File: src/rtl/keypad_gear_input_pkg.sv
// Shared constants for the keypad / gear selector path.
// Gear codes match the 4-bit characters the display unit consumes.
package keypad_gear_input_pkg;

  localparam logic [3:0] GEAR_P    = 4'd3;
  localparam logic [3:0] GEAR_R    = 4'd6;
  localparam logic [3:0] GEAR_N    = 4'd9;
  localparam logic [3:0] GEAR_D    = 4'd12;
  localparam logic [3:0] KEY_NONE  = 4'd0;
  localparam logic [3:0] KEY_MULTI = 4'd15;

  typedef enum logic [1:0] {
    ST_IDLE      = 2'd0,
    ST_PRESS_CHK = 2'd1,
    ST_HELD      = 2'd2,
    ST_REL_CHK   = 2'd3
  } deb_state_e;

  function automatic logic is_gear(input logic [3:0] k);
    return (k == GEAR_P) || (k == GEAR_R) || (k == GEAR_N) || (k == GEAR_D);
  endfunction

endpackage

File: src/rtl/keypad_matrix_scan.sv
// Keypad matrix scanner: 2-flop row synchronizer, column counter and
// per-frame key code.
// Ports:
//   clk, rst        clock, synchronous active-high reset
//   tick_scan       scan strobe; samples current column then advances
//   key_row         raw active-low rows (asynchronous)
//   key_col         active-low column drive, one bit low
//   frame_done      high in the cycle of the tick that samples the last column
//   frame_code      valid with frame_done: 0 none, 1..12 single key, 15 multiple
module keypad_matrix_scan
  import keypad_gear_input_pkg::*;
#(
  parameter int NUM_COLS = 3,
  parameter int NUM_ROWS = 4
) (
  input  logic                clk,
  input  logic                rst,
  input  logic                tick_scan,
  input  logic [NUM_ROWS-1:0] key_row,
  output logic [NUM_COLS-1:0] key_col,
  output logic                frame_done,
  output logic [3:0]          frame_code
);

  localparam logic [NUM_COLS-1:0] COL_ONE  = NUM_COLS'(1);
  localparam logic [1:0]          COL_LAST = 2'(NUM_COLS - 1);

  logic [NUM_ROWS-1:0] sync1_q, sync2_q;
  logic [1:0]          col_idx_q, col_idx_d;
  // Partial frame: saturating key count (0,1,2+) and code of the first key seen
  logic [1:0]          acc_cnt_q, acc_cnt_d;
  logic [3:0]          acc_code_q, acc_code_d;
  logic [1:0]          frm_cnt;
  logic [3:0]          frm_code;

  always_comb begin
    col_idx_d  = col_idx_q;
    acc_cnt_d  = acc_cnt_q;
    acc_code_d = acc_code_q;
    // Column 0 starts a fresh frame, so stale accumulator contents never leak
    frm_cnt  = (col_idx_q == 2'd0) ? 2'd0 : acc_cnt_q;
    frm_code = (col_idx_q == 2'd0) ? KEY_NONE : acc_code_q;
    for (int r = 0; r < NUM_ROWS; r++) begin
      if (!sync2_q[r]) begin
        if (frm_cnt == 2'd0) frm_code = 4'(r * NUM_COLS + int'(col_idx_q) + 1);
        if (frm_cnt != 2'd2) frm_cnt = frm_cnt + 2'd1;
      end
    end
    if (tick_scan) begin
      acc_cnt_d  = frm_cnt;
      acc_code_d = frm_code;
      col_idx_d  = (col_idx_q == COL_LAST) ? 2'd0 : col_idx_q + 2'd1;
    end
    frame_done = tick_scan && (col_idx_q == COL_LAST);
    case (frm_cnt)
      2'd0:    frame_code = KEY_NONE;
      2'd1:    frame_code = frm_code;
      default: frame_code = KEY_MULTI;
    endcase
    key_col = ~(COL_ONE << col_idx_q);
  end

  always_ff @(posedge clk) begin
    if (rst) begin
      sync1_q    <= '0;
      sync2_q    <= '0;
      col_idx_q  <= 2'd0;
      acc_cnt_q  <= 2'd0;
      acc_code_q <= KEY_NONE;
    end else begin
      sync1_q    <= key_row;
      sync2_q    <= sync1_q;
      col_idx_q  <= col_idx_d;
      acc_cnt_q  <= acc_cnt_d;
      acc_code_q <= acc_code_d;
    end
  end

endmodule

File: src/rtl/keypad_gear_input.sv
// Keypad input path: scans and debounces the 3x4 keypad, emits one event per
// press and owns the gear selector with its speed interlock.
// Ports:
//   clk, rst      clock, synchronous active-high reset
//   tick_scan     scan strobe shared with the display scan
//   key_row       raw active-low rows;  key_col  active-low column drive
//   speed         vehicle speed for the gear interlock
//   key_code      last accepted key (0 = none since reset)
//   key_valid     one-cycle pulse per accepted press
//   key_pressed   debounced key held
//   gear_char     current gear (3 P, 6 R, 9 N, 12 D)
//   gear_reject   one-cycle pulse when the interlock refuses a gear key
module keypad_gear_input
  import keypad_gear_input_pkg::*;
#(
  parameter int NUM_COLS        = 3,
  parameter int NUM_ROWS        = 4,
  parameter int DEBOUNCE_FRAMES = 4
) (
  input  logic                clk,
  input  logic                rst,
  input  logic                tick_scan,
  input  logic [NUM_ROWS-1:0] key_row,
  input  logic [7:0]          speed,
  output logic [NUM_COLS-1:0] key_col,
  output logic [3:0]          key_code,
  output logic                key_valid,
  output logic                key_pressed,
  output logic [3:0]          gear_char,
  output logic                gear_reject
);

  localparam logic [3:0] DEB_N = 4'(DEBOUNCE_FRAMES);

  logic       frame_done;
  logic [3:0] frame_code;

  keypad_matrix_scan #(.NUM_COLS(NUM_COLS), .NUM_ROWS(NUM_ROWS)) u_scan (
    .clk        (clk),
    .rst        (rst),
    .tick_scan  (tick_scan),
    .key_row    (key_row),
    .key_col    (key_col),
    .frame_done (frame_done),
    .frame_code (frame_code)
  );

  deb_state_e state_q, state_d;
  logic [3:0] cand_q, cand_d;
  logic [3:0] cnt_q, cnt_d;
  logic [3:0] key_code_q, key_code_d;
  logic       key_valid_q, key_valid_d;
  logic       key_pressed_q, key_pressed_d;
  logic [3:0] gear_q, gear_d;
  logic       gear_reject_q, gear_reject_d;
  logic       gear_ok;

  always_comb begin
    state_d       = state_q;
    cand_d        = cand_q;
    cnt_d         = cnt_q;
    key_code_d    = key_code_q;
    key_valid_d   = 1'b0;
    key_pressed_d = key_pressed_q;
    gear_d        = gear_q;
    gear_reject_d = 1'b0;

    if (frame_done) begin
      case (state_q)
        ST_IDLE: begin
          if (frame_code != KEY_NONE && frame_code != KEY_MULTI) begin
            state_d = ST_PRESS_CHK;
            cand_d  = frame_code;
            cnt_d   = 4'd1;
          end
        end
        ST_PRESS_CHK: begin
          if (frame_code == cand_q) begin
            if (cnt_q + 4'd1 == DEB_N) begin
              state_d       = ST_HELD;
              cnt_d         = 4'd0;
              key_code_d    = cand_q;
              key_valid_d   = 1'b1;
              key_pressed_d = 1'b1;
            end else begin
              cnt_d = cnt_q + 4'd1;
            end
          end else begin
            state_d = ST_IDLE;
            cnt_d   = 4'd0;
          end
        end
        ST_HELD: begin
          // Any non-empty frame (including a second key) just keeps the hold
          if (frame_code == KEY_NONE) begin
            state_d = ST_REL_CHK;
            cnt_d   = 4'd1;
          end
        end
        default: begin // ST_REL_CHK
          if (frame_code == KEY_NONE) begin
            if (cnt_q + 4'd1 == DEB_N) begin
              state_d       = ST_IDLE;
              cnt_d         = 4'd0;
              key_pressed_d = 1'b0;
            end else begin
              cnt_d = cnt_q + 4'd1;
            end
          end else begin
            state_d = ST_HELD;
            cnt_d   = 4'd0;
          end
        end
      endcase
    end

    // Interlock: N always; re-selecting the current gear is a silent no-op;
    // D from N or D while moving; anything else needs a standstill.
    gear_ok = (key_code_q == GEAR_N) || (key_code_q == gear_q) || (speed == 8'd0) ||
              ((key_code_q == GEAR_D) && (gear_q == GEAR_N || gear_q == GEAR_D));
    if (key_valid_q && is_gear(key_code_q)) begin
      if (gear_ok) gear_d        = key_code_q;
      else         gear_reject_d = 1'b1;
    end
  end

  always_ff @(posedge clk) begin
    if (rst) begin
      state_q       <= ST_IDLE;
      cand_q        <= KEY_NONE;
      cnt_q         <= 4'd0;
      key_code_q    <= KEY_NONE;
      key_valid_q   <= 1'b0;
      key_pressed_q <= 1'b0;
      gear_q        <= GEAR_P;
      gear_reject_q <= 1'b0;
    end else begin
      state_q       <= state_d;
      cand_q        <= cand_d;
      cnt_q         <= cnt_d;
      key_code_q    <= key_code_d;
      key_valid_q   <= key_valid_d;
      key_pressed_q <= key_pressed_d;
      gear_q        <= gear_d;
      gear_reject_q <= gear_reject_d;
    end
  end

  assign key_code    = key_code_q;
  assign key_valid   = key_valid_q;
  assign key_pressed = key_pressed_q;
  assign gear_char   = gear_q;
  assign gear_reject = gear_reject_q;

endmodule
File: config.mk
export PLATFORM = sky130hd
export DESIGN_NAME = keypad_gear_input
export DESIGN_NICKNAME = d
export VERILOG_FILES = /design/src/rtl/keypad_gear_input_pkg.sv /design/src/rtl/keypad_matrix_scan.sv /design/src/rtl/keypad_gear_input.sv
export SDC_FILE = /design/constraint.sdc
export NUM_CORES = 1
export LEC_CHECK = 0
export CAP_MARGIN = 20
export CORE_MARGIN = 3
export CORE_UTILIZATION = 40
export DETAILED_ROUTE_END_ITERATION = 10
export PLACE_DENSITY_LB_ADDON = 0.2
export SYNTH_ARGS = -nofsm -noshare
export SYNTH_HDL_FRONTEND = slang
export SYNTH_SLANG_ARGS = --single-unit
File: constraint.sdc
create_clock -name clk -period 5.5 [get_ports clk]
set_input_delay 1.1 -clock clk [delete_from_list [all_inputs] [get_ports clk]]
set_output_delay 1.1 -clock clk [all_outputs]
set_load 0.05 [all_outputs]
Word level (Yosys, flattened, before mapping)
Index checks and enable logic that the tools add are counted.
{"block": "word_totals", "mem_count": 0, "ram_bits": 0, "latch_bits": 0, "out_inout_bits": 14, "romBits": 0, "regBits": 37, "elab_cells": 127}
{"block": "classes", "multipliers": 0, "shift": 1, "add_sub_neg": 13, "mux": 40, "n_reduce_logical": 31, "div": 0, "n_bitwise": 6, "order_cmp": 0, "eq_ne": 23}
{"cell": "$mux W4", "n": 14}
{"cell": "$mux W2", "n": 16}
{"cell": "$eq A4 B4 Y1 const B", "n": 4}
{"cell": "$logic_not A2 Y1", "n": 7}
{"cell": "$ne A2 B2 Y1 const B", "n": 7}
{"cell": "$add A4 B2 Y4 const B", "n": 3}
{"cell": "$pmux W4 S3", "n": 1}
{"cell": "$add A2 B1 Y2 const B", "n": 5}
{"cell": "$reduce_and A5 Y1", "n": 2}
{"cell": "$eq A4 B3 Y1 const B", "n": 2}
{"cell": "$eq A4 B4 Y1", "n": 2}
{"cell": "$logic_not A8 Y1", "n": 1}
{"cell": "$pmux W4 S2", "n": 1}
{"cell": "$logic_or A1 B1 Y1", "n": 7}
{"cell": "$mux W1", "n": 6}
{"cell": "$pmux W2 S3", "n": 1}
{"cell": "$reduce_and A3 Y1", "n": 2}
{"cell": "$ne A5 B1 Y1 const B", "n": 1}
{"cell": "$not A1 Y1", "n": 5}
{"cell": "$add A3 B2 Y4 const A", "n": 1}
{"cell": "$add A4 B1 Y4 const B", "n": 1}
{"cell": "$add A4 B2 Y4 const A", "n": 1}
{"cell": "$eq A2 B1 Y1 const B", "n": 2}
{"cell": "$eq A2 B2 Y1 const B", "n": 2}
{"cell": "other kinds (16)", "n": 20}

Logic depth before layout (Yosys ltp)
Gate-level depths: netlist of the first run.
{"block": "logic_depth", "depth_word": 20, "ltp_mapped": 21}

Modules after synthesis
A second synthesis of the first run with hierarchy kept.
{"block": "unflattened", "hier_cells": 289, "area_unflattened_um2": 2454.9}
{"module": "keypad_gear_input", "seq_area_each_um2": 420.4, "instances": 1, "area_per_inst_um2": 1255.0, "cells_each": 147}
{"module": "keypad_matrix_scan", "seq_area_each_um2": 320.3, "instances": 1, "area_per_inst_um2": 1199.9, "cells_each": 142}

Least setup slack after synthesis of the first run
OpenSTA, ideal clock, no wires.
{"block": "synth_timing", "path_kind": "reg-to-reg", "from": "register u_scan.col_idx_q[0]", "to": "register state_q[0]", "path_stages_with_launch": 21, "t_required_ps": 5377, "t_arrival_ps": 5064, "n_path_buf": 1, "setup_slack_ps": 313, "cell_sequence": "dfxtp_1 > inv_1 > ha_1 > inv_1 > nand2_1 > ha_1 > o21ba_4 > a211oi_4 > a21oi_1 > ha_1 > nor2_1 > nor2_1 > a311o_1 > a21o_1 > buf_6 > o2111a_1 > o2111a_1 > o211ai_2 > a31oi_4 > a221oi_2 > mux2_1"}
{"block": "synth_between", "elab_chain_cells": 20, "elab_cells_between_ends": 56, "cone_classes": "add/sub: 11; eq/ne: 12; mux: 22; reduce/logical: 11"}
{"item": "from (decl)", "line_no": "keypad_matrix_scan.sv:29", "rtl": "logic [1:0] col_idx_q, col_idx_d;"}
{"item": "from (signal assigned)", "line_no": "keypad_matrix_scan.sv:73", "rtl": "col_idx_q <= col_idx_d;"}
{"item": "$logic_not A2 Y1", "line_no": "keypad_matrix_scan.sv:41, keypad_matrix_scan.sv:42"}
{"item": "$mux W2", "line_no": "keypad_matrix_scan.sv:41", "rtl": "frm_cnt = (col_idx_q == 2'd0) ? 2'd0 : acc_cnt_q;"}
{"item": "$add A2 B1 Y2 / $ne A2 B2 Y1 (equally long branches)", "line_no": "keypad_matrix_scan.sv:46", "rtl": "if (frm_cnt != 2'd2) frm_cnt = frm_cnt + 2'd1;"}
{"item": "$mux W2", "line_no": "keypad_matrix_scan.sv:46"}
{"item": "$mux W2", "line_no": "keypad_matrix_scan.sv:44", "rtl": "if (!sync2_q[r]) begin"}
{"item": "$add A2 B1 Y2 / $ne A2 B2 Y1 (equally long branches)", "line_no": "keypad_matrix_scan.sv:46"}
{"item": "$mux W2", "line_no": "keypad_matrix_scan.sv:46"}
{"item": "$mux W2", "line_no": "keypad_matrix_scan.sv:44"}
{"item": "(+4 left out)"}
{"item": "$mux W2", "line_no": "keypad_matrix_scan.sv:46"}
{"item": "$mux W2", "line_no": "keypad_matrix_scan.sv:44"}
{"item": "$eq A2 B1 Y1 / $logic_not A2 Y1 (equally long branches)", "line_no": "keypad_matrix_scan.sv:55", "rtl": "case (frm_cnt)"}
{"item": "$pmux W4 S2", "line_no": "keypad_matrix_scan.sv:55"}
{"item": "$ne A4 B4 Y1 / $reduce_bool A4 Y1 (equally long branches)", "line_no": "keypad_gear_input.sv:71", "rtl": "if (frame_code != KEY_NONE && frame_code != KEY_MULTI) begin"}
{"item": "$logic_and A1 B1 Y1", "line_no": "keypad_gear_input.sv:71"}
{"item": "$ne A2 B2 Y1 (no line)"}
{"item": "$reduce_and A5 Y1 (no line)"}
{"item": "to (signal assigned)", "line_no": "keypad_gear_input.sv:138", "rtl": "state_q <= state_d;"}
{"item": "to (decl)", "line_no": "keypad_gear_input.sv:48", "rtl": "deb_state_e state_q, state_d;"}
Parallel ways exist; a longest one is shown, timed or not.
A chain may end at the register's enable or synchronous reset.

Worst setup path after layout of the first run
{"block": "layout_timing", "from": "register u_scan.col_idx_q[1]", "to": "register state_q[0]"}
The elaborated chain is that of the path after synthesis.

==> results of run 1 <==
cell usage after synthesis, types with 9 or more instances:
cell type  count  area (µm²)
a21oi_1       18        90.1
o21ai_0       10        50.1
mux2i_1       10         100
nand2_1       18        67.6
nand3_1       12        60.1
nor2_1        28         105
nor2b_1       11        68.8
xor2_1         9        78.8
nor3_1        13        65.1
inv_1         18        67.6
ha_1          16         200
dfxtp_1       37         741
critical path, stage by stage (launching register included):
cell and delay (ns):
dfxtp_1 0.46, inv_1 0.14, ha_1 0.29, inv_1 0.18, nand2_1 0.11, ha_1 0.38, nand2b_1 0.12, nand2_1 0.14
xor2_2 0.29, inv_1 0.07, ha_1 0.29, nor2_1 0.11, nor2_1 0.04, a311o_1 0.39, a21o_1 0.29, a31oi_2 0.36
nor4_1 0.11, o211ai_2 0.26, a31oi_4 0.17, a221oi_2 0.35, mux2_1 0.36
layer usage:
| layer | vias to the layer above | GRT usage [%] |
|---|---|---|
| li1 | 1235 | - |
| met1 | 1137 | 22.6 |
| met2 | 30 | 28.1 |
| met3 | 4 | 2.76 |
| met4 | 0 | 3.65 |
| met5 | - | 0 |
worst max path at each step:
stage / from / cells after the start / to
3_5_place_dp: u_scan.col_idx_q[1] / 20 / state_q[0]
2_1_floorplan: u_scan.col_idx_q[0] / 20 / state_q[0]
4_1_cts: u_scan.col_idx_q[1] / 20 / state_q[0]
3_3_place_gp: u_scan.col_idx_q[1] / 20 / state_q[0]
5_1_grt: u_scan.col_idx_q[1] / 20 / state_q[0]
6_report: u_scan.col_idx_q[1] / 20 / state_q[0]
kinds of logic after synthesis:
kind of cell             after synthesis
XOR/XNOR                              12
buffers and inverters                 30
AO/OA/AOI/OAI                         90
AND/OR/NAND/NOR                      122
flip-flops                            37
multiplexers                          11
adder cells (fa/ha/maj)               16
where the power goes:
group | total [mW] | internal (mW) | switching (mW)
sequential | 0.299 | 0.282 | 0.0172
clock | 0.244 | 0.147 | 0.0963
combinational | 0.411 | 0.154 | 0.257
registers in the layout, indices dropped and copies added, names as in the netlist:
name / flops
key_pressed: 1
u_scan.acc_code_q: 4
state_q: 2
u_scan.sync1_q: 4
cand_q: 4
cnt_q: 4
key_code: 4
u_scan.col_idx_q: 2
u_scan.acc_cnt_q: 2
gear_reject: 1
u_scan.sync2_q: 4
key_valid: 1
gear_char: 4
through the flow:
step	worst slack [ns]	instance area, µm²	hold slack (ns)
2_1_floorplan	0.313	2790	0.414
4_1_cts	0.476	3270	0.455
3_3_place_gp	0.644	3150	0.436
5_1_grt	0.0641	3270	0.472
6_report	0.470	3270	0.454
3_5_place_dp	0.503	3150	0.428
final cells by class:
class / instances / area (µm²) / area share (%)
Clock inverter: 2 / 37.5 / 1.15
Sequential cell: 37 / 741 / 22.6
Inverter: 18 / 67.6 / 2.06
Clock buffer: 6 / 82.6 / 2.52
Timing Repair Buffer: 33 / 318 / 9.71
Tap cell: 93 / 116 / 3.56
Multi-Input combinational cell: 251 / 1910 / 58.4
==> reports/metrics.csv, run 1 <==
stage;metric;value;unit
critical_path;RR Endpoint;state_q[0];
placed_design;placed cells;432;
pwr;Max VDD drop;145;µV
critical_path;Crit Path Class;reg -> reg;
hold_path;Worst Hold Endpoint;u_scan.sync2_q[2];
global_routing;global-route wire length before repair;10700;µm
die;IO Count;29;
critical_path;CP Data Required Time;5.68;ns
layout;most common cell after layout, fill and taps aside;dfxtp_1;
layout;# diodes;0;
global_routing;vias in the first global route;2299;
detailed_routing;met3 routed WL;195;µm
pwr;Leak Pwr;1.23;nW
placed_design;PortBufs;28;
layout;share of layout cells above drive strength 1;12.7;%
critical_path;Setup crit end kind;flop;
timing;Final Cycle Share;91.4;%
layout;post-layout net count;377;
timing;Final Skew;0.00883;ns
cts;TritonCTS Buffers;5;
cts;Post-CTS Resized;0;
timing;max frequency;199;MHz
global_routing;global route total overflow;0;
synthesis;Post-synth EDFFs;0;
detailed_routing;Avg WL per Cell;14.6;µm
synthesis;yosys warns;0;
global_routing;antenna violations before repair;0;
run_status;run status;finished, final reports clean;
detailed_routing;final WL;6430;µm
die;Core Footprint;6570;µm²
hold_path;Hold Crit Start;u_scan.sync1_q[2];
detailed_routing;drt pass-1 iters;4;
layout;Area Growth Syn to Fin;17.4;%
synthesis;adder-cell share of the synthesized area;7.18;%
cts;setup bufs post-CTS;0;
global_routing;pin count of the biggest net entering global routing;36;
synthesis;FF+latch count, synth;37;
pwr;Power Density;291;nW/µm²
die;Die Height;89.5;µm
timing;final-report max-slew violation count;0;
layout;Final Core Density;49.8;%
synthesis;post-synth cell types;76;
synthesis;ys flop type;dfxtp_1;
synthesis;synthesized net count;349;
die;Die ar.;8010;µm²
timing;min Tclk post-route;5.03;ns
hold_path;Hold Crit Depth;1;
critical_path;R2R setup slack;0.47;ns
pwr;total chip power;0.954;mW
layout;Layout Cells excl Fill;440;
synthesis;Cell Area, Synth;2790;µm²
timing;setup_tns;0;ns
synthesis;Synth Area in XOR/XNOR;4.04;%
synthesis;post-synthesis mux area share;3.99;%
global_routing;Total GRT Usage;16.8;%
detailed_routing;Post-DRT Antenna Nets;0;
layout;most frequent cells in the layout;dfxtp_1 (37), nor2_1 (28), clkdlybuf4s50_1 (28);
placed_design;detailed placement HPWL;5020;µm
detailed_routing;DR vias/cell;5.47;
synthesis;sequential area share after synthesis;26.6;%
detailed_routing;highest metal used;met4;
hold_path;Worst Hold Class;reg -> reg;
cts;root buf cell;clkbuf_8;
critical_path;reg-to-reg startpoint;u_scan.col_idx_q[1];
synthesis;Synth Area in Compound Gates;28.4;%
placed_design;Placer Congestion;0.837;
timing;slew margin rel.;49.2;%
detailed_routing;Met1 Wirelength;3140;µm
synthesis;synthesized instance count;318;
cts;clock buffer depth;2;
synthesis;syn_area_per_cell;8.77;µm²
detailed_routing;Detailed Route Iter0 Violations;137;
die;num rows;29;
cts;TritonCTS clock tree;built;
job;max_cap viols;0;
detailed_routing;drt drc;0;
synthesis;largest family of logic cells by synthesized area;compound AO/OA/AOI/OAI gates;
layout;fillcell total;636;
detailed_routing;routed length on met2;3050;µm
timing;unrepaired setup endpoints after global routing;no;
die;Initial Util;42.5;%
critical_path;startpoint types;flop;
critical_path;Worst Path Max Fanout;10;
die;Die X-Extent;89.5;µm
cts;clk_lat worst skew;0.29;ns
cts;clock transition at the registers of the reported paths;0.08;ns
critical_path;CP arrival;5.21;ns
synthesis;ys async rst share;0;%
cts;CTS Hold Bufs;0;
timing;worst-margin pin slew;0.761;ns
timing;final number of setup-violating endpoints;0;
timing;Fin. Hold Viols;0;
synthesis;Simple-Gate Fraction of Synth Area;24.9;%
critical_path;worst r2r path cells;20;
detailed_routing;vias;2406;
cts;TritonCTS Sinks;37;
cts;H-tree Lvls;2;
Power figures use the tool's default switching activity.
==> run 2: changes to the inputs <==
- CORE_UTILIZATION: 40 -> 57
- GPL_TIMING_DRIVEN: not set -> 0
==> run 2 against run 1 <==
Effect of this change: wire length rose by 2.1%; global-route usage grew 6.1 points; critical endpoint unchanged; sequential cell count did not move; register-to-register slack worse by 0.10 ns; clock power is 22% lower; sequential share of layout area down 0.26 points; utilization rose by 23 points; largest cell class unchanged; total power shrank 2.0%.
==> reports/metrics.csv, run 2 (synthesized netlist as in run 1, its figures left out) <==
stage;metric;value;unit
run_status;run status;finished, final reports clean;
layout;Area Growth Syn to Fin;18.9;%
layout;# diodes;0;
job;max_cap viols;0;
cts;CTS Hold Bufs;0;
pwr;Max VDD drop;196;µV
timing;final number of setup-violating endpoints;0;
pwr;Clk network pwr share;20.4;%
layout;most frequent cells in the layout;dfxtp_1 (36), nor2_1 (28), clkdlybuf4s50_1 (28);
detailed_routing;vias;2567;
cts;TritonCTS clock tree;built;
pwr;Sequential Power Share;31.9;%
timing;min Tclk post-route;5.13;ns
placed_design;Placer Congestion;0.870;
layout;most common cell after layout, fill and taps aside;dfxtp_1;
timing;Fin. Hold Viols;0;
layout;fillcell total;328;
pwr;Net Switching;0.380;mW
timing;Final Cycle Share;93.3;%
timing;Final Skew;0.0120;ns
detailed_routing;Avg WL per Cell;15.5;µm
layout;cell area after layout;3320;µm²
placed_design;placed inst area;3150;µm²
cts;clk_lat worst skew;0.29;ns
detailed_routing;DR vias/cell;6.07;
timing;worst-margin pin slew;0.590;ns
cts;clock buffer depth;2;
detailed_routing;Detailed Route Iter0 Violations;139;
critical_path;CP arrival;5.32;ns
die;num rows;24;
detailed_routing;Post-DRT Antenna Nets;0;
cts;clock transition at the registers of the reported paths;0.07;ns
cts;TritonCTS Buffers;5;
global_routing;global-route wire length before repair;11200;µm
layout;share of layout cells above drive strength 1;13.7;%
hold_path;Worst Hold Class;reg -> reg;
pwr;Power Density;282;nW/µm²
critical_path;Setup crit end kind;flop;
cts;root buf cell;clkbuf_8;
global_routing;global route total overflow;0;
global_routing;Total GRT Usage;22.8;%
timing;unrepaired setup endpoints after global routing;no;
critical_path;Worst Path Max Fanout;10;
timing;slew margin rel.;60.6;%
timing;setup_tns;0;ns
global_routing;antenna violations before repair;0;
pwr;Switching Share;40.6;%
pwr;Internal Pwr Total;0.555;mW
timing;final-report max-slew violation count;0;
global_routing;vias in the first global route;2419;
critical_path;Crit Path Class;reg -> reg;
global_routing;pin count of the biggest net entering global routing;11;
die;Die X-Extent;76.0;µm
critical_path;startpoint types;flop;
pwr;Leak Pwr;1.26;nW
die;Core Footprint;4530;µm²
die;Die ar.;5770;µm²
critical_path;worst r2r path cells;20;
critical_path;CP Data Required Time;5.68;ns
detailed_routing;final WL;6570;µm
detailed_routing;drt drc;0;
placed_design;detailed placement HPWL;4960;µm
pwr;Comb power frac;47.7;%
die;Die Height;76.0;µm
cts;TritonCTS Sinks;37;
die;Initial Util;61.5;%
cts;H-tree Lvls;2;
detailed_routing;drt pass-1 iters;5;
die;IO Count;29;
timing;max frequency;195;MHz
hold_path;Hold Crit Depth;1;
layout;post-layout net count;389;
placed_design;PortBufs;28;
run 2: changes by cell type in the layout (fill, tap and decap cells not counted), sizes merged:
cell	change
clkinvlp	-1
bufinv	-1
buf	+7
clkbuf	+6
run 2: area by class of cell:
type | instances | area [µm²] | area share (%)
well taps | 65 | 81.3 | 2.45
flip-flops and latches | 37 | 742 | 22.4
clock buffers | 7 | 86.3 | 2.60
plain buffers | 12 | 70.1 | 2.11
repair buffers | 33 | 318 | 9.58
inverters | 18 | 67.6 | 2.04
multi-input cells | 251 | 1950 | 58.8
run 2: per-stage QoR:
step	worst slack, ns	util (%)	hold WS (ns)	total power, mW	cells
2_1_floorplan	0.313	-	0.414	0.629	318
3_3_place_gp	0.0406	69.5	0.430	0.709	411
3_5_place_dp	-0.0648	69.5	0.431	0.716	411
4_1_cts	0.122	71.4	0.457	0.908	418
5_1_grt	0.0300	73.2	0.470	0.987	423
6_report	0.367	73.2	0.453	0.934	423
run 2: what timing repair did:
item,in CTS,in global routing
pin swaps,0,2
setup endpoints to repair,2,11
setup buffers,0,5
resized for setup,1,5
run 2: worst max-delay path, cell delays in order (launching register included):
cell      delay (ns)
dfxtp_1         0.52
inv_1           0.18
ha_2            0.27
inv_1           0.18
nand2_1         0.11
ha_1            0.37
o21ba_4         0.24
a211oi_4        0.32
a21oi_1         0.09
ha_1            0.32
nor2_1          0.11
nor2_1          0.05
a311o_1         0.38
a21o_1          0.19
buf_6           0.14
o2111a_1        0.16
o2111a_1        0.25
o211ai_2        0.28
a31oi_4         0.19
a221oi_4        0.33
mux2_1          0.34
run 2: per-layer routing:
layer,global-route usage (%),vias to the layer above,routed length (µm)
li1,-,1263,-
met3,4.98,9,288
met2,37.9,62,3130
met5,0,-,0
met1,29.8,1233,3090
met4,6.34,0,63
run 2: power groups by stage:
| stage | Combinational (mW) | Sequential (mW) | Clock (mW) |
|---|---|---|---|
| after floorplan | 0.332 | 0.297 | 0 |
| after global placement | 0.406 | 0.302 | 0 |
| after detailed placement | 0.412 | 0.303 | 0 |
| after CTS | 0.416 | 0.297 | 0.195 |
| after global routing | 0.481 | 0.300 | 0.206 |
| final | 0.445 | 0.298 | 0.191 |
run 2: worst paths after layout:
check	from	to	slack, ns
setup / recovery	u_scan.col_idx_q[1]	state_q[0]	0.37
setup reg to reg	u_scan.col_idx_q[1]	state_q[0]	0.37
hold / removal	u_scan.sync1_q[2]	u_scan.sync2_q[2]	0.45
hold reg to reg	u_scan.sync1_q[2]	u_scan.sync2_q[2]	0.45
==> patch 1 (settings of run 2) <==
Register the output `key_col`, cleared by the reset; this adds one clock of latency there. The other outputs are not delayed to match.
--- a/src/rtl/keypad_gear_input.sv
+++ b/src/rtl/keypad_gear_input.sv
@@ -32,6 +32,8 @@
 
   localparam logic [3:0] DEB_N = 4'(DEBOUNCE_FRAMES);
 
+  logic [NUM_COLS-1:0] key_col_d;
+
   logic       frame_done;
   logic [3:0] frame_code;
 
@@ -40,7 +42,7 @@
     .rst        (rst),
     .tick_scan  (tick_scan),
     .key_row    (key_row),
-    .key_col    (key_col),
+    .key_col    (key_col_d),
     .frame_done (frame_done),
     .frame_code (frame_code)
   );
@@ -152,4 +154,12 @@
   assign gear_char   = gear_q;
   assign gear_reject = gear_reject_q;
 
+  always_ff @(posedge clk) begin
+    if (rst) begin
+      key_col <= '0;
+    end else begin
+      key_col <= key_col_d;
+    end
+  end
+
 endmodule
Formal check against the unedited RTL: not equivalent (a bounded check fails within 4 cycles, from zero or initial values and one cycle with rst high).
==> patch 1 against run 2 <==
Maximum frequency fell by 3.5%. Critical path depth fell by 1. Final area fell by 3.3%. Sequential power rose by 7.0%. Routed wire length fell by 3.1%. Sequential share of layout area rose by 2.6 points. Sequential cell count rose by 3. Non-clock buffer count fell by 3. Synthesized area fell by 2.3%. Setup slack got worse by 0.18 ns. Critical endpoint is now state_q[1]$_SDFFE_PP0P_. Power fell by 3.0%. Final cell count fell by 4.5%.
==> patch 1: results (changes against run 2) <==
{
  "status": {
    "outcome": {"value": "finished clean", "change": "unchanged"}
  },
  "final_layout": {
    "filler_cell_count": {"value": 350, "change": "was 328"},
    "register_area": {"value": 802.0, "unit": "sq um", "change": "was 742.0 sq um"},
    "final_nets": {"value": 382, "change": "was 389"},
    "stdcell_count": {"value": 404, "change": "was 423"}
  },
  "setup_path": {
    "critPathArrivalTime": {"value": 5.55, "unit": "ns", "change": "was 5.32 ns"},
    "worst_case_register_to_register_setup_slack": {"value": 0.18, "unit": "ns", "change": "was 0.37 ns"},
    "timing.reg2reg.worst_path_depth": {"value": 19, "change": "was 20"}
  },
  "place": {
    "detailed_place_hpwl": {"value": 4654, "unit": "microns", "change": "was 4963 microns"},
    "gp_routability_congestion": {"value": 0.9077, "change": "was 0.8700"},
    "dpl.cell_count": {"value": 392, "change": "was 411"}
  },
  "global_route": {
    "grt_pass1_vias": {"value": 2380, "change": "was 2419"},
    "grt_start_max_net_pins": {"value": 13, "change": "was 11"}
  },
  "timing": {
    "timing.hold.ws": {"value": 0.4413, "unit": "ns", "change": "was 0.4528 ns"},
    "timing.max_slew.rel_slack": {"value": 52.65, "unit": "%", "change": "was 60.64%"},
    "finalWorstPathRequiredPeriod": {"value": 5.318, "unit": "ns", "change": "was 5.133 ns"}
  },
  "power_and_ir_drop": {
    "p_clk_share": {"value": 21.4, "unit": "%", "change": "was 20.4%"},
    "seq_cell_power": {"value": 0.319, "unit": "mW", "change": "was 0.298 mW"},
    "vdd_drop_max": {"value": 172.3, "unit": "uV", "change": "was 196.4 uV"}
  },
  "logic_synthesis": {
    "ys_top_cells_by_count": {"value": "40 x dfxtp_1, 40 x nor2_1, 20 x nand2_1, 17 x inv_1", "change": "was 37 x dfxtp_1, 28 x nor2_1, 18 x a21oi_1, 18 x inv_1, 18 x nand2_1"},
    "mappedNetlistNets": {"value": 343, "change": "was 349"},
    "synth.mux.area_fraction": {"value": 7.671, "unit": "%", "change": "was 3.993%"},
    "adder_and_majority_gate_portion_of_the_synthesized_area": {"value": 7.350, "unit": "%", "change": "was 7.178%"},
    "synthesis.instances": {"value": 312, "change": "was 318"}
  },
  "hold_path": {
    "worstHoldStart": {"value": "u_scan.sync1_q[0]$_SDFF_PP0_", "change": "was u_scan.sync1_q[2]$_SDFF_PP0_"},
    "worst_hold_path.endpoint": {"value": "u_scan.sync2_q[0]$_SDFF_PP0_", "change": "was u_scan.sync2_q[2]$_SDFF_PP0_"}
  },
  "detailed_routing": {
    "first_iter_violations": {"value": 199, "change": "was 139"}
  }
}
[patch 1: cell count changes after synthesis, moves of 5 or more]
cell / delta
nor2_1: +12
nor3_1: -10
nand3_1: -7
a21oi_1: -6
mux2i_1: +6
nor2b_1: +5
[patch 1: worst reg2reg max path, delay by kind of cell, from the launching register on]
family / cells / cell delay (ns)
adder cells (fa/ha/maj): 3 / 1.01
AND/OR/NAND/NOR: 6 / 0.82
flip-flops: 1 / 0.47
AO/OA/AOI/OAI: 4 / 1.53
buffers and inverters: 4 / 0.77
multiplexers: 2 / 0.66
[patch 1: per-layer routing]
layer	part of all wire (%)	GRT usage, %	routed length, microns
met5	0	0	0
met1	45	30.14	2850
met4	1.3	11.46	84
met2	47	37.91	2989
met3	6.9	6.409	441
[patch 1: repair_timing]
item	4_1_cts	5_1_grt
buffers inserted	0	4
setup endpoints to repair	7	15
endpoints found under the hold margin	0	0
resized for setup	1	3
pin swaps	0	3
hold buffers	0	0
==> patch 2 (flow settings as in run 2) <==
Without the edit above. `NUM_ROWS` is set to 4 in 2 places; all go to 2.
--- a/src/rtl/keypad_matrix_scan.sv
+++ b/src/rtl/keypad_matrix_scan.sv
@@ -11,7 +11,7 @@
   import keypad_gear_input_pkg::*;
 #(
   parameter int NUM_COLS = 3,
-  parameter int NUM_ROWS = 4
+  parameter int NUM_ROWS = 2
 ) (
   input  logic                clk,
   input  logic                rst,
--- a/src/rtl/keypad_gear_input.sv
+++ b/src/rtl/keypad_gear_input.sv
@@ -14,7 +14,7 @@
   import keypad_gear_input_pkg::*;
 #(
   parameter int NUM_COLS        = 3,
-  parameter int NUM_ROWS        = 4,
+  parameter int NUM_ROWS        = 2,
   parameter int DEBOUNCE_FRAMES = 4
 ) (
   input  logic                clk,
Ports: changed (resized key_row); port bits go from 29 to 27. The function was not compared with the original's and may differ.
==> patch 2 against run 2 <==
Sequential cell count fell by 4. Final area fell by 22%. Sequential share of layout area rose by 3.0 points. Routed wire length fell by 29%. Global-route usage fell by 0.52 points. Clock skew fell by 0.0078 ns. Die area fell by 21%. Setup slack improved by 0.79 ns. Synthesized area fell by 22%. Critical endpoint is now state_q[1]$_SDFFE_PP0P_.
Power is not compared: it rests on default switching activity, and its combinational part moved more than twofold at a synthesized area within 25%.
==> patch 2: results (changes against run 2) <==
{
  "setup_path": {
    "worstSetupEndpoint": {"value": "state_q[1]$_SDFFE_PP0P_", "change": "was state_q[0]$_SDFFE_PP0P_"},
    "critPathMaxStageDelay": {"value": 0.55, "unit": "ns", "change": "was 0.52 ns"},
    "timing.reg2reg.worst_path_depth": {"value": 15, "change": "was 20"},
    "critPathArrivalTime": {"value": 4.51, "unit": "ns", "change": "was 5.32 ns"}
  },
  "global_route": {
    "globalRouteTotalUtil": {"value": 22.30, "unit": "%", "change": "was 22.81%"},
    "grt.met1_usage": {"value": 30.86, "unit": "%", "change": "was 29.82%"},
    "met3_usage": {"value": 4.160, "unit": "%", "change": "was 4.976%"},
    "grt_pass1_vias": {"value": 1755, "change": "was 2419"},
    "grt_pass1_wl": {"value": 7859, "unit": "microns", "change": "was 11180 microns"}
  },
  "detailed_routing": {
    "detail_route.wl_per_cell": {"value": 14.34, "unit": "microns", "change": "was 15.53 microns"},
    "wirelength_met1": {"value": 2197, "unit": "microns", "change": "was 3086 microns"},
    "wl_met3": {"value": 337, "unit": "microns", "change": "was 288 microns"}
  },
  "place": {
    "portBuffers": {"value": 26, "change": "was 28"},
    "detailed_place_hpwl": {"value": 3443, "unit": "microns", "change": "was 4963 microns"},
    "gp_routability_congestion": {"value": 0.8801, "change": "was 0.8700"}
  },
  "final_layout": {
    "filler_cell_count": {"value": 257, "change": "was 328"}
  },
  "timing": {
    "timing.max_slew.rel_slack": {"value": 45.10, "unit": "%", "change": "was 60.64%"},
    "fin_worst_skew": {"value": 0.004245, "unit": "ns", "change": "was 0.01203 ns"},
    "timing.hold.ws": {"value": 0.4391, "unit": "ns", "change": "was 0.4528 ns"}
  },
  "die": {
    "floorplan.rows": {"value": 21, "change": "was 24"}
  },
  "cts": {
    "ctsResizeCount": {"value": 0, "change": "was 1"}
  },
  "logic_synthesis": {
    "synth-seq-area-share": {"value": 30.45, "unit": "%", "change": "was 26.56%"},
    "ys_top_cells_by_count": {"value": "33 x dfxtp_1, 30 x nor2_1, 15 x inv_1, 14 x ha_1, 10 x mux2i_1", "change": "was 37 x dfxtp_1, 28 x nor2_1, 18 x a21oi_1, 18 x inv_1, 18 x nand2_1"}
  },
  "hold_path": {
    "worstHoldStart": {"value": "u_scan.sync1_q[0]$_SDFF_PP0_", "change": "was u_scan.sync1_q[2]$_SDFF_PP0_"}
  },
  "status": {
    "outcome": {"value": "finished clean", "change": "unchanged"}
  }
}
-- patch 2: changes by cell type after synthesis, sizes merged, moves of 4 or more --
| cell | before | now |
|---|---|---|
| o32ai | 0 | 4 |
| nand3 | 14 | 4 |
| o21ai | 13 | 8 |
| a21oi | 19 | 8 |
| nand2 | 18 | 11 |
| dfxtp | 37 | 33 |
| xor2 | 10 | 6 |
| a32oi | 0 | 5 |
| nor3 | 13 | 4 |
-- patch 2: worst register-to-register path, delay by kind of cell (launching register included) --
kind | cells | cell delay, ns
compound gates | 4 | 1.35
fa+ha+maj | 2 | 0.67
simple gates | 5 | 1.04
buf+inv | 4 | 0.63
flops | 1 | 0.55
-- patch 2: metrics by stage --
step | area (sq um) | setup slack, ns | instances | total power, mW | util [%]
2_1_floorplan | 2170 | 1.368 | 247 | 0.3508 | -
3_3_place_gp | 2487 | 1.246 | 319 | 0.3815 | 71.18
3_5_place_dp | 2487 | 1.228 | 319 | 0.3836 | 71.18
4_1_cts | 2604 | 1.175 | 327 | 0.6177 | 74.51
5_1_grt | 2604 | 0.9322 | 327 | 0.6410 | 74.51
6_report | 2604 | 1.161 | 327 | 0.6131 | 74.51
-- patch 2: area by class of cell --
type | instances | share of cell area, %
plain buffers | 10 | 2.499
well taps | 46 | 2.210
flip-flops and latches | 33 | 25.37
clock inverters | 1 | 1.153
inverters | 16 | 2.307
repair buffers | 26 | 9.995
multi-input cells | 188 | 53.15
clock buffers | 7 | 3.316
-- patch 2: power by group --
| group | internal [mW] | switching, mW | leakage [nW] |
|---|---|---|---|
| Combinational | 0.0548 | 0.0746 | 0.633 |
| Sequential | 0.246 | 0.00541 | 0.268 |
| Clock | 0.148 | 0.0852 | 0.0585 |
